$ cat src/rtl/conv_job_sequencer_pkg.sv
// dnn_seq_pkg: state encoding and constants shared by the convolution job sequencer.
package dnn_seq_pkg;
  typedef enum logic [2:0] {IDLE, RUN, RELEASE, DRAIN_RD, DRAIN_WAIT, DRAIN_OUT, DONE} seq_state_t;
  localparam int unsigned BYTES_PER_WORD = 4;
  localparam int unsigned READBACK_N_VAL = 1;
  localparam int unsigned CTRL_GO = 1;
endpackage

$ cat src/rtl/conv_job_sequencer_if.sv
// conv_job_sequencer_if: job command, engine handshake, output-BRAM port B and result stream.
interface conv_job_sequencer_if #(parameter int unsigned T = 32);
  logic         cmd_valid, cmd_ready;
  logic [T-1:0] cmd_bias, cmd_k, cmd_c, cmd_n;
  logic [T-1:0] ps_control, pl_status, bias, k_val, c_val, n_val;
  logic         bram_oc_en;
  logic [3:0]   bram_oc_we;
  logic [T-1:0] bram_oc_addr, bram_oc_wrdata, bram_oc_rddata;
  logic         m_valid, m_ready, m_last;
  logic [T-1:0] m_data;
  logic         busy, done, err;
  modport master (
    input  cmd_valid, cmd_bias, cmd_k, cmd_c, cmd_n, pl_status, bram_oc_rddata, m_ready,
    output cmd_ready, ps_control, bias, k_val, c_val, n_val, bram_oc_en, bram_oc_we,
           bram_oc_addr, bram_oc_wrdata, m_valid, m_data, m_last, busy, done, err
  );
  modport slave (
    output cmd_valid, cmd_bias, cmd_k, cmd_c, cmd_n, pl_status, bram_oc_rddata, m_ready,
    input  cmd_ready, ps_control, bias, k_val, c_val, n_val, bram_oc_en, bram_oc_we,
           bram_oc_addr, bram_oc_wrdata, m_valid, m_data, m_last, busy, done, err
  );
endinterface

$ cat src/rtl/conv_job_sequencer_oc_readback_port.sv
// oc_readback_port: drains words from output-BRAM port B into a valid/ready stream, one read in flight.
module oc_readback_port
  import dnn_seq_pkg::*;
#(
  parameter int unsigned T      = 32,
  parameter int unsigned RD_LAT = 2
) (
  input  logic         clk,
  input  logic         reset,
  input  logic         start,
  input  logic [T-1:0] words,
  output logic         bram_oc_en,
  output logic [3:0]   bram_oc_we,
  output logic [T-1:0] bram_oc_addr,
  output logic [T-1:0] bram_oc_wrdata,
  input  logic [T-1:0] bram_oc_rddata,
  output logic         m_valid,
  input  logic         m_ready,
  output logic [T-1:0] m_data,
  output logic         m_last,
  output logic         finished
);
  localparam int unsigned LW = RD_LAT > 1 ? $clog2(RD_LAT) : 1;
  seq_state_t state, state_n;
  logic [T-1:0] idx;
  logic [LW-1:0] lat;
  logic last;
  assign bram_oc_we = '0;
  assign bram_oc_wrdata = '0;
  assign last = idx == words - 1'b1;
  assign finished = state == DRAIN_OUT && m_ready && last;
  always_comb begin
    state_n = state;
    case (state)
      IDLE:       state_n = start ? DRAIN_RD : IDLE;
      DRAIN_RD:   state_n = DRAIN_WAIT;
      DRAIN_WAIT: state_n = lat == LW'(RD_LAT - 1) ? DRAIN_OUT : DRAIN_WAIT;
      DRAIN_OUT:  state_n = !m_ready ? DRAIN_OUT : last ? IDLE : DRAIN_RD;
      default:    state_n = IDLE;
    endcase
  end
  always_ff @(posedge clk or posedge reset) begin
    if (reset) begin
      state <= IDLE;
      idx <= '0;
      lat <= '0;
      bram_oc_en <= 1'b0;
      bram_oc_addr <= '0;
      m_valid <= 1'b0;
      m_last <= 1'b0;
      m_data <= '0;
    end else begin
      state <= state_n;
      bram_oc_en <= state_n inside {DRAIN_RD, DRAIN_WAIT, DRAIN_OUT};
      m_valid <= state_n == DRAIN_OUT;
      m_last <= state_n == DRAIN_OUT && last;
      lat <= state == DRAIN_WAIT ? lat + 1'b1 : '0;
      if (state == IDLE && start) begin
        idx <= '0;
        bram_oc_addr <= '0;
      end
      if (state == DRAIN_OUT && m_ready && !last) begin
        idx <= idx + 1'b1;
        bram_oc_addr <= (idx + 1'b1) * T'(BYTES_PER_WORD);
      end
      if (state == DRAIN_WAIT && state_n == DRAIN_OUT) m_data <= bram_oc_rddata;
    end
  end
endmodule

$ cat src/rtl/conv_job_sequencer.sv
// conv_job_sequencer: runs n ps_control/pl_status handshakes per job, then drains c*c result words.
module conv_job_sequencer
  import dnn_seq_pkg::*;
#(
  parameter int unsigned T       = 32,
  parameter int unsigned RD_LAT  = 2,
  parameter int unsigned TIMEOUT = 1048576
) (
  input logic clk,
  input logic reset,
  conv_job_sequencer_if.master bus
);
  seq_state_t state, state_n;
  logic [T-1:0] n_jobs, words;
  logic [31:0] tcnt;
  logic more, timeout, start, finished;
  assign words = bus.c_val * bus.c_val;
  assign more = bus.n_val + 1'b1 < n_jobs;
  assign timeout = tcnt == TIMEOUT - 1;
  assign start = state == RELEASE && bus.pl_status == '0 && !more;
  assign bus.cmd_ready = state == IDLE;
  assign bus.busy = state != IDLE;
  assign bus.done = state == DONE;
  assign bus.ps_control = {{(T-1){1'b0}}, state == RUN};
  // DRAIN_RD stands for the whole drain here; the readback port owns its sub-phases.
  always_comb begin
    state_n = state;
    case (state)
      IDLE:     if (bus.cmd_valid) state_n = (bus.cmd_n == '0 || bus.cmd_c == '0) ? DONE : RUN;
      RUN:      state_n = bus.pl_status == T'(CTRL_GO) ? RELEASE : timeout ? DONE : RUN;
      RELEASE:  state_n = bus.pl_status == '0 ? (more ? RUN : DRAIN_RD) : timeout ? DONE : RELEASE;
      DRAIN_RD: state_n = finished ? DONE : DRAIN_RD;
      DONE:     state_n = IDLE;
      default:  state_n = IDLE;
    endcase
  end
  always_ff @(posedge clk or posedge reset) begin
    if (reset) begin
      state <= IDLE;
      tcnt <= '0;
      n_jobs <= '0;
      bus.bias <= '0;
      bus.k_val <= '0;
      bus.c_val <= '0;
      bus.n_val <= '0;
      bus.err <= 1'b0;
    end else begin
      state <= state_n;
      tcnt <= (state_n == state && (state == RUN || state == RELEASE)) ? tcnt + 1'b1 : '0;
      if (state == IDLE && bus.cmd_valid) begin
        bus.bias <= bus.cmd_bias;
        bus.k_val <= bus.cmd_k;
        bus.c_val <= bus.cmd_c;
        n_jobs <= bus.cmd_n;
        bus.n_val <= '0;
        bus.err <= 1'b0;
      end
      if (state == RELEASE && state_n == RUN) bus.n_val <= bus.n_val + 1'b1;
      if (start) bus.n_val <= T'(READBACK_N_VAL);
      if ((state == RUN || state == RELEASE) && state_n == DONE) bus.err <= 1'b1;
    end
  end
  oc_readback_port #(.T(T), .RD_LAT(RD_LAT)) u_readback (
    .clk(clk),
    .reset(reset),
    .start(start),
    .words(words),
    .bram_oc_en(bus.bram_oc_en),
    .bram_oc_we(bus.bram_oc_we),
    .bram_oc_addr(bus.bram_oc_addr),
    .bram_oc_wrdata(bus.bram_oc_wrdata),
    .bram_oc_rddata(bus.bram_oc_rddata),
    .m_valid(bus.m_valid),
    .m_ready(bus.m_ready),
    .m_data(bus.m_data),
    .m_last(bus.m_last),
    .finished(finished)
  );
endmodule
$ cat src/flat_wrapper.sv
// flat-port wrapper written by rule: the top's interface ports become plain ports
module conv_job_sequencer_flat import dnn_seq_pkg::*;
#(
  parameter int unsigned T       = 32,
  parameter int unsigned RD_LAT  = 2,
  parameter int unsigned TIMEOUT = 1048576
)
  (clk, reset, bus_cmd_valid, bus_cmd_bias, bus_cmd_k, bus_cmd_c, bus_cmd_n, bus_pl_status, bus_bram_oc_rddata, bus_m_ready, bus_cmd_ready, bus_ps_control, bus_bias, bus_k_val, bus_c_val, bus_n_val, bus_bram_oc_en, bus_bram_oc_we, bus_bram_oc_addr, bus_bram_oc_wrdata, bus_m_valid, bus_m_data, bus_m_last, bus_busy, bus_done, bus_err);
  conv_job_sequencer_if #(.T(T)) bus_i ();
  input logic clk;
  input logic reset;
  input wire logic [$bits(bus_i.cmd_valid)-1:0] bus_cmd_valid;
  input wire logic [$bits(bus_i.cmd_bias)-1:0] bus_cmd_bias;
  input wire logic [$bits(bus_i.cmd_k)-1:0] bus_cmd_k;
  input wire logic [$bits(bus_i.cmd_c)-1:0] bus_cmd_c;
  input wire logic [$bits(bus_i.cmd_n)-1:0] bus_cmd_n;
  input wire logic [$bits(bus_i.pl_status)-1:0] bus_pl_status;
  input wire logic [$bits(bus_i.bram_oc_rddata)-1:0] bus_bram_oc_rddata;
  input wire logic [$bits(bus_i.m_ready)-1:0] bus_m_ready;
  output wire logic [$bits(bus_i.cmd_ready)-1:0] bus_cmd_ready;
  output wire logic [$bits(bus_i.ps_control)-1:0] bus_ps_control;
  output wire logic [$bits(bus_i.bias)-1:0] bus_bias;
  output wire logic [$bits(bus_i.k_val)-1:0] bus_k_val;
  output wire logic [$bits(bus_i.c_val)-1:0] bus_c_val;
  output wire logic [$bits(bus_i.n_val)-1:0] bus_n_val;
  output wire logic [$bits(bus_i.bram_oc_en)-1:0] bus_bram_oc_en;
  output wire logic [$bits(bus_i.bram_oc_we)-1:0] bus_bram_oc_we;
  output wire logic [$bits(bus_i.bram_oc_addr)-1:0] bus_bram_oc_addr;
  output wire logic [$bits(bus_i.bram_oc_wrdata)-1:0] bus_bram_oc_wrdata;
  output wire logic [$bits(bus_i.m_valid)-1:0] bus_m_valid;
  output wire logic [$bits(bus_i.m_data)-1:0] bus_m_data;
  output wire logic [$bits(bus_i.m_last)-1:0] bus_m_last;
  output wire logic [$bits(bus_i.busy)-1:0] bus_busy;
  output wire logic [$bits(bus_i.done)-1:0] bus_done;
  output wire logic [$bits(bus_i.err)-1:0] bus_err;
  assign bus_i.cmd_valid = bus_cmd_valid;
  assign bus_i.cmd_bias = bus_cmd_bias;
  assign bus_i.cmd_k = bus_cmd_k;
  assign bus_i.cmd_c = bus_cmd_c;
  assign bus_i.cmd_n = bus_cmd_n;
  assign bus_i.pl_status = bus_pl_status;
  assign bus_i.bram_oc_rddata = bus_bram_oc_rddata;
  assign bus_i.m_ready = bus_m_ready;
  assign bus_cmd_ready = bus_i.cmd_ready;
  assign bus_ps_control = bus_i.ps_control;
  assign bus_bias = bus_i.bias;
  assign bus_k_val = bus_i.k_val;
  assign bus_c_val = bus_i.c_val;
  assign bus_n_val = bus_i.n_val;
  assign bus_bram_oc_en = bus_i.bram_oc_en;
  assign bus_bram_oc_we = bus_i.bram_oc_we;
  assign bus_bram_oc_addr = bus_i.bram_oc_addr;
  assign bus_bram_oc_wrdata = bus_i.bram_oc_wrdata;
  assign bus_m_valid = bus_i.m_valid;
  assign bus_m_data = bus_i.m_data;
  assign bus_m_last = bus_i.m_last;
  assign bus_busy = bus_i.busy;
  assign bus_done = bus_i.done;
  assign bus_err = bus_i.err;
  conv_job_sequencer #(.T(T), .RD_LAT(RD_LAT), .TIMEOUT(TIMEOUT)) u_core (.clk(clk), .reset(reset), .bus(bus_i));
endmodule
$ cat config.mk
export PLATFORM = sky130hd
export DESIGN_NAME = conv_job_sequencer_flat
export DESIGN_NICKNAME = d
export VERILOG_FILES = /design/src/rtl/conv_job_sequencer_pkg.sv /design/src/rtl/conv_job_sequencer_if.sv /design/src/rtl/conv_job_sequencer_oc_readback_port.sv /design/src/rtl/conv_job_sequencer.sv /design/src/flat_wrapper.sv
export SDC_FILE = /design/constraint.sdc
export NUM_CORES = 2
export LEC_CHECK = 0
export ABC_AREA = 1
export BUFFER_PORTS_ARGS = -buffer_cell sky130_fd_sc_hd__buf_4
export CAP_MARGIN = 20
export CORE_MARGIN = 2
export CORE_UTILIZATION = 59
export DETAILED_ROUTE_END_ITERATION = 6
export HOLD_SLACK_MARGIN = 0.06
export MAX_ROUTING_LAYER = met4
export PLACE_DENSITY = 0.83
export SETUP_SLACK_MARGIN = 0.02
export SYNTH_ARGS = -nofsm -noshare
export SYNTH_HDL_FRONTEND = slang
export SYNTH_SLANG_ARGS = --single-unit
$ cat constraint.sdc
create_clock -name clk -period 12.05 [get_ports clk]
set_clock_uncertainty 0.1 [all_clocks]
set_input_delay 1.8075 -clock clk [delete_from_list [all_inputs] [get_ports clk]]
set_output_delay 1.8075 -clock clk [all_outputs]
set_load 0.02 [all_outputs]
* After elaboration in Yosys (flattened, before gate mapping)
Index checks and enable logic that the tools add are counted.
** Storage, ports and cells
- Flip-flop bits (word level) :: 299
- Output and inout bits :: 267
** Operators by class
- Equality and inequality tests :: 16
- $lt $le $gt $ge :: 1
- Multiply operators :: 1
- Reduce and logical (&&, ||, !) cells :: 26
- Mux-type cells :: 24
- Add/subtract/negate cells :: 5
** Operators with widths (number)
- $mux W32 :: 7
- $add A32 B1 Y32 const B :: 3
- $logic_not A32 Y1 :: 3
- $eq A32 B1 Y1 const B :: 1
- $eq A32 B20 Y1 const B :: 1
- $eq A32 B32 Y1 :: 1
- $lt A32 B32 Y1 :: 1
- $mul A32 B32 Y32 :: 1
- $sub A32 B1 Y32 const B :: 1
- $mux W3 :: 8
- $pmux W3 S4 :: 2
- $eq A3 B3 Y1 const B :: 6
- $eq A3 B2 Y1 const B :: 4
- $logic_and A1 B1 Y1 :: 12
- $reduce_bool A3 Y1 :: 3
- $eq A3 B1 Y1 const B :: 2
- $logic_not A3 Y1 :: 2
- $mux W2 :: 3
- $mux W1 :: 4
- $reduce_bool A2 Y1 :: 2
- $eq A3 B3 Y1 :: 1
- $logic_not A1 Y1 :: 2
- $logic_or A1 B1 Y1 :: 2
- $add A1 B1 Y1 const B :: 1

* Longest topological paths before layout
- Depth in word-level cells :: 10
- Gate-level depth with buffers :: 42

* Hierarchy
From an unflattened synthesis, not the netlist that was laid out.
** Second synthesis, totals
- Cell total of the unflattened synthesis :: 3897
- Area total of the unflattened synthesis :: 30524.3 um2
** By module, submodules not included
- conv_job_sequencer :: area an instance 24591.1 um2, instances 1, seq. area each 4904.7 um2, cells each 3076
- oc_readback_port :: area an instance 5933.2 um2, instances 1, seq. area each 1776.7 um2, cells each 821

* Worst setup path before layout
Ideal clock, no wire load.
- Path type :: flip-flop to flip-flop
- From :: register u_core.bus.c_val[12]
- To :: register u_core.u_readback.idx[0]
- Period minus slack after synthesis :: 7.718 ns
- Arrival :: 7.498 ns
- Library setup time :: 0.120 ns
- Stages on the path, launching flop included :: 38
- Setup slack :: 4.332 ns
- Data required time :: 11.830 ns
- Cells stage by stage :: dfrtp_1 -> clkbuf_1 -> clkbuf_1 -> nand2_1 -> fa_1 -> fa_1 -> fa_1 -> fa_1 -> fa_1 -> inv_1 -> fa_1 -> inv_1 -> fa_1 -> fa_1 -> inv_1 -> ha_1 -> nand2_1 -> nor2_1 -> [2 not listed] -> nand2_1 -> nand2_1 -> nand2_1 -> nand2_1 -> nand2_1 -> nand2_1 -> nor2_1 -> nor3_1 -> nand4_1 -> nor2_1 -> nand4_1 -> nor2_2 -> inv_2 -> nand2_4 -> buf_8 -> inv_2 -> nand2_1 -> o21ai_2
** On the way
- Word-level cells in the longest chain between the ends :: 6
- Elaborated cells on any way between the ends :: 7
- Those cells by class :: 1 x add/sub; 1 x mul; 1 x eq/ne; 1 x mux; 3 x reduce/logical
** RTL lines
- start, declared :: RTL line conv_job_sequencer_if.sv:14 : output cmd_ready, ps_control, bias, k_val, c_val, n_val, bram_oc_en, bram_oc_we,
- start signal, assigned :: RTL line conv_job_sequencer.sv:53 : bus.c_val <= bus.cmd_c;
- $mul A32 B32 Y32 * :: RTL line conv_job_sequencer.sv:17 : assign words = bus.c_val * bus.c_val;
- $sub A32 B1 Y32 * :: RTL line conv_job_sequencer_oc_readback_port.sv:30 : assign last = idx == words - 1'b1;
- $eq A32 B32 Y1 * :: RTL line conv_job_sequencer_oc_readback_port.sv:30
- $logic_not A1 Y1 * :: RTL line conv_job_sequencer_oc_readback_port.sv:62 : if (state == DRAIN_OUT && m_ready && !last) begin
- $logic_and A1 B1 Y1 * :: RTL line conv_job_sequencer_oc_readback_port.sv:62
- $mux W32 or $reduce_bool A2 Y1 (tied branches)
- end signal, assigned :: RTL line conv_job_sequencer_oc_readback_port.sv:63 : idx <= idx + 1'b1;
- end, declared :: RTL line conv_job_sequencer_oc_readback_port.sv:25 : logic [T-1:0] idx;
Mark *: on every way between the ends. The rest lies on a longest branch, timed or not.
A chain may end at the register's enable or synchronous reset.

* Worst setup path in the final report
- From :: register u_core.bus.c_val[8]
- To :: register u_core.u_readback.idx[3]
The elaborated chain is that of the path after synthesis.

==> impl_metrics.json <==
{
  "outcome": "completed",
  "end_kind": "register",
  "period_minus_slack_ns": 8.91,
  "grt_start_max_net_pins": 160,
  "async_flop_share_pct": 100,
  "final_cell_mix": "nand2_1 (846), inv_1 (726), buf_4 (412), fa_1 (397), dfrtp_1 (267)",
  "path_delay_family": "adder cells",
  "core_um2": 47500,
  "cts_tree": "built",
  "ys_seq_elements": 267,
  "synthFlopType": "dfrtp_1",
  "wl_met3_mm": 4.81,
  "final_common_cell": "nand2_1",
  "fin_crit_sh_pct": 73.9,
  "final_area_um2": 32300,
  "clock-root-buffer": "clkbuf_16",
  "initial_utilization_pct": 59.6,
  "wl_met2_mm": 38.0,
  "drt_iter0_markers": 1457,
  "area.growth.synth_to_final_pct": 13.9,
  "synthDistinctLibCells": 64,
  "postCtsSetupRepairBufs": 0,
  "placed_cell_area_um2": 31300,
  "clk-insertion-delay-late_ns": 0.57,
  "port-buffer-count": 393,
  "wl_met1_mm": 28.5,
  "gp_congestion": 0.929,
  "die_w_um": 223,
  "max_freq_mhz": 112,
  "rsz0062_at_grt": "no",
  "hp-class": "reg2reg",
  "clk_pin_slew_ns": 0.08,
  "detail_route.wl_per_cell_um": 17.2,
  "std_cell_rows": 80,
  "crit_type": "reg2reg",
  "yosysWarnings": 0,
  "ant_nets": 0,
  "ios": 463,
  "cts-hold-fix-buffers": 0,
  "grt_pass1_vias": 24200,
  "antenna_found_initial": 2,
  "synthCells": 3363,
  "dr.max_layer_used": "met4",
  "syn_area_um2": 28300,
  "crit_path_max_fanout": 50,
  "cp.arrival_ns": 9.27,
  "fin_setup_tns_ns": 0,
  "hold_viol_final": 0,
  "clockBufferDepth": 3,
  "hpwlAfterDp_mm": 58.6,
  "numCtsBuffers": 28,
  "crit_buf_inv": 9,
  "synth_area_per_cell_um2": 8.43,
  "grt_use_total_pct": 31.5,
  "ctsResizeCount": 0,
  "slowest_delay_ns": 1.10,
  "dp_cells": 4257,
  "max_slew_margin_pct": 23.9,
  "slowest_stage": "dfrtp_1",
  "maxCapViolCount": 0,
  "drive_gt1_share_pct": 14.9,
  "firstDrtPassIters": 5,
  "synth_edf_count": 0,
  "required_ns": 12.41,
  "stdcell_count": 4313,
  "grt_pass1_wl_mm": 121,
  "cts.sinks": 267,
  "htree_levels": 1,
  "worstMarginPinSlew_ns": 1.14,
  "drc_errors": 0,
  "overflow": 0,
  "fin_nets": 4399,
  "die_h_um": 223,
  "setup_viol_count_final": 0,
  "wirelength_mm": 74.0,
  "vias": 22500,
  "cp-start-kind": "register",
  "ys_seq_area_share_pct": 23.6,
  "whs_ns": 0.328,
  "dieArea_um2": 49800,
  "slew_violations": 0,
  "routed_via_density": 5.23
}
==> synth_stat cells, types with 2 or more instances <==
master	count	area (um2)
nor2_4	5	56.3
clkbuf_1	75	282
a21boi_0	4	30.0
xnor2_1	39	342
buf_1	5	18.8
o21ai_0	103	515
and3_1	2	12.5
a21oi_1	49	245
nand2_2	8	50.1
nor4_1	30	188
inv_1	728	2730
nor3b_1	3	22.5
nor2_1	145	544
fa_1	397	7950
buf_4	109	818
o21ai_2	7	61.3
ha_1	133	1660
dfrtp_1	267	6680
mux2_2	32	360
xor2_1	97	850
or4_1	2	15.0
o21ai_1	4	20.0
a21o_1	6	45.0
nand4_1	35	219
nand3_2	4	40.0
nand3_1	83	415
inv_2	4	15.0
o22ai_1	21	131
nand3b_1	10	75.1
or2_2	7	43.8
buf_2	11	55.1
o32ai_1	2	17.5
nand2_1	846	3180
nand4_2	2	25.0
nor3_1	38	190
nor3_2	4	40.0
a31oi_1	4	25.0
or2_1	10	62.6
nor2_2	5	31.3
a32o_1	3	30.0
==> per-stage QoR <==
| stage | worst slack (ns) | utilization [%] |
|---|---|---|
| after floorplan | 2.79 | - |
| after global placement | 3.44 | 65.8 |
| after detailed placement | 3.22 | 65.8 |
| after CTS | 3.18 | 67.8 |
| after global routing | 2.56 | 67.9 |
| final | 3.14 | 67.9 |
==> routing by layer <==
layer,up-vias,GRT usage (%)
met4,0,11.3
met1,11000,37.4
li1,10500,-
met3,212,5.22
met2,820,54.4
met5,-,-
==> final cells by class <==
cell class / instances / area, um2
inverters: 733 / 2760
repair buffers: 414 / 3140
fillers: 3705 / 15300
clock buffers: 37 / 774
flip-flops and latches: 267 / 6680
multi-input cells: 2229 / 18000
diodes: 3 / 7.51
well taps: 615 / 769
clock inverters: 15 / 174
==> flip-flops by register name, summed over array words and instances (netlist names) <==
| signal | count |
|---|---|
| u_core.u_readback.idx | 32 |
| u_core.state | 3 |
| u_core.bus.c_val | 32 |
| u_core.u_readback.state | 3 |
| u_core.bus.err | 1 |
| u_core.u_readback.lat | 1 |
| u_core.u_readback.m_valid | 1 |
| u_core.bus.k_val | 32 |
| u_core.tcnt | 32 |
| u_core.n_jobs | 32 |
| u_core.bus.n_val | 32 |
| u_core.bus.bias | 32 |
| u_core.u_readback.m_last | 1 |
| u_core.u_readback.bram_oc_en | 1 |
| u_core.u_readback.m_data | 32 |
==> logic make-up (layout without fill, tap and decap cells) <==
family,Yosys count,in the layout,synth area share [%]
simple gates,1250,1250,18.9
fa+ha+maj,530,530,33.9
other cells,1,72,0.0132
flops,267,267,23.6
buf+inv,935,1199,13.9
xor+xnor,137,137,4.26
compound gates,211,211,4.18
mux,32,32,1.27
==> final timing paths <==
| kind | startpoint | endpoint | slack [ns] | cells past startpoint |
|---|---|---|---|---|
| min reg2reg | u_core.u_readback.lat | u_core.u_readback.lat | 0.33 | 1 |
| max | u_core.bus.c_val[8] | u_core.u_readback.idx[3] | 3.14 | 36 |
| max in group asynchronous | reset | u_core.bus.c_val[15] | 8.55 | 5 |
| max reg2reg | u_core.bus.c_val[8] | u_core.u_readback.idx[3] | 3.14 | 36 |
| min in group asynchronous | reset | u_core.u_readback.m_data[2] | 1.32 | 2 |
| min | u_core.u_readback.lat | u_core.u_readback.lat | 0.33 | 1 |
Power is not shown: default switching activity piles up to over one toggle a cycle in this logic, so the estimate is an artifact.
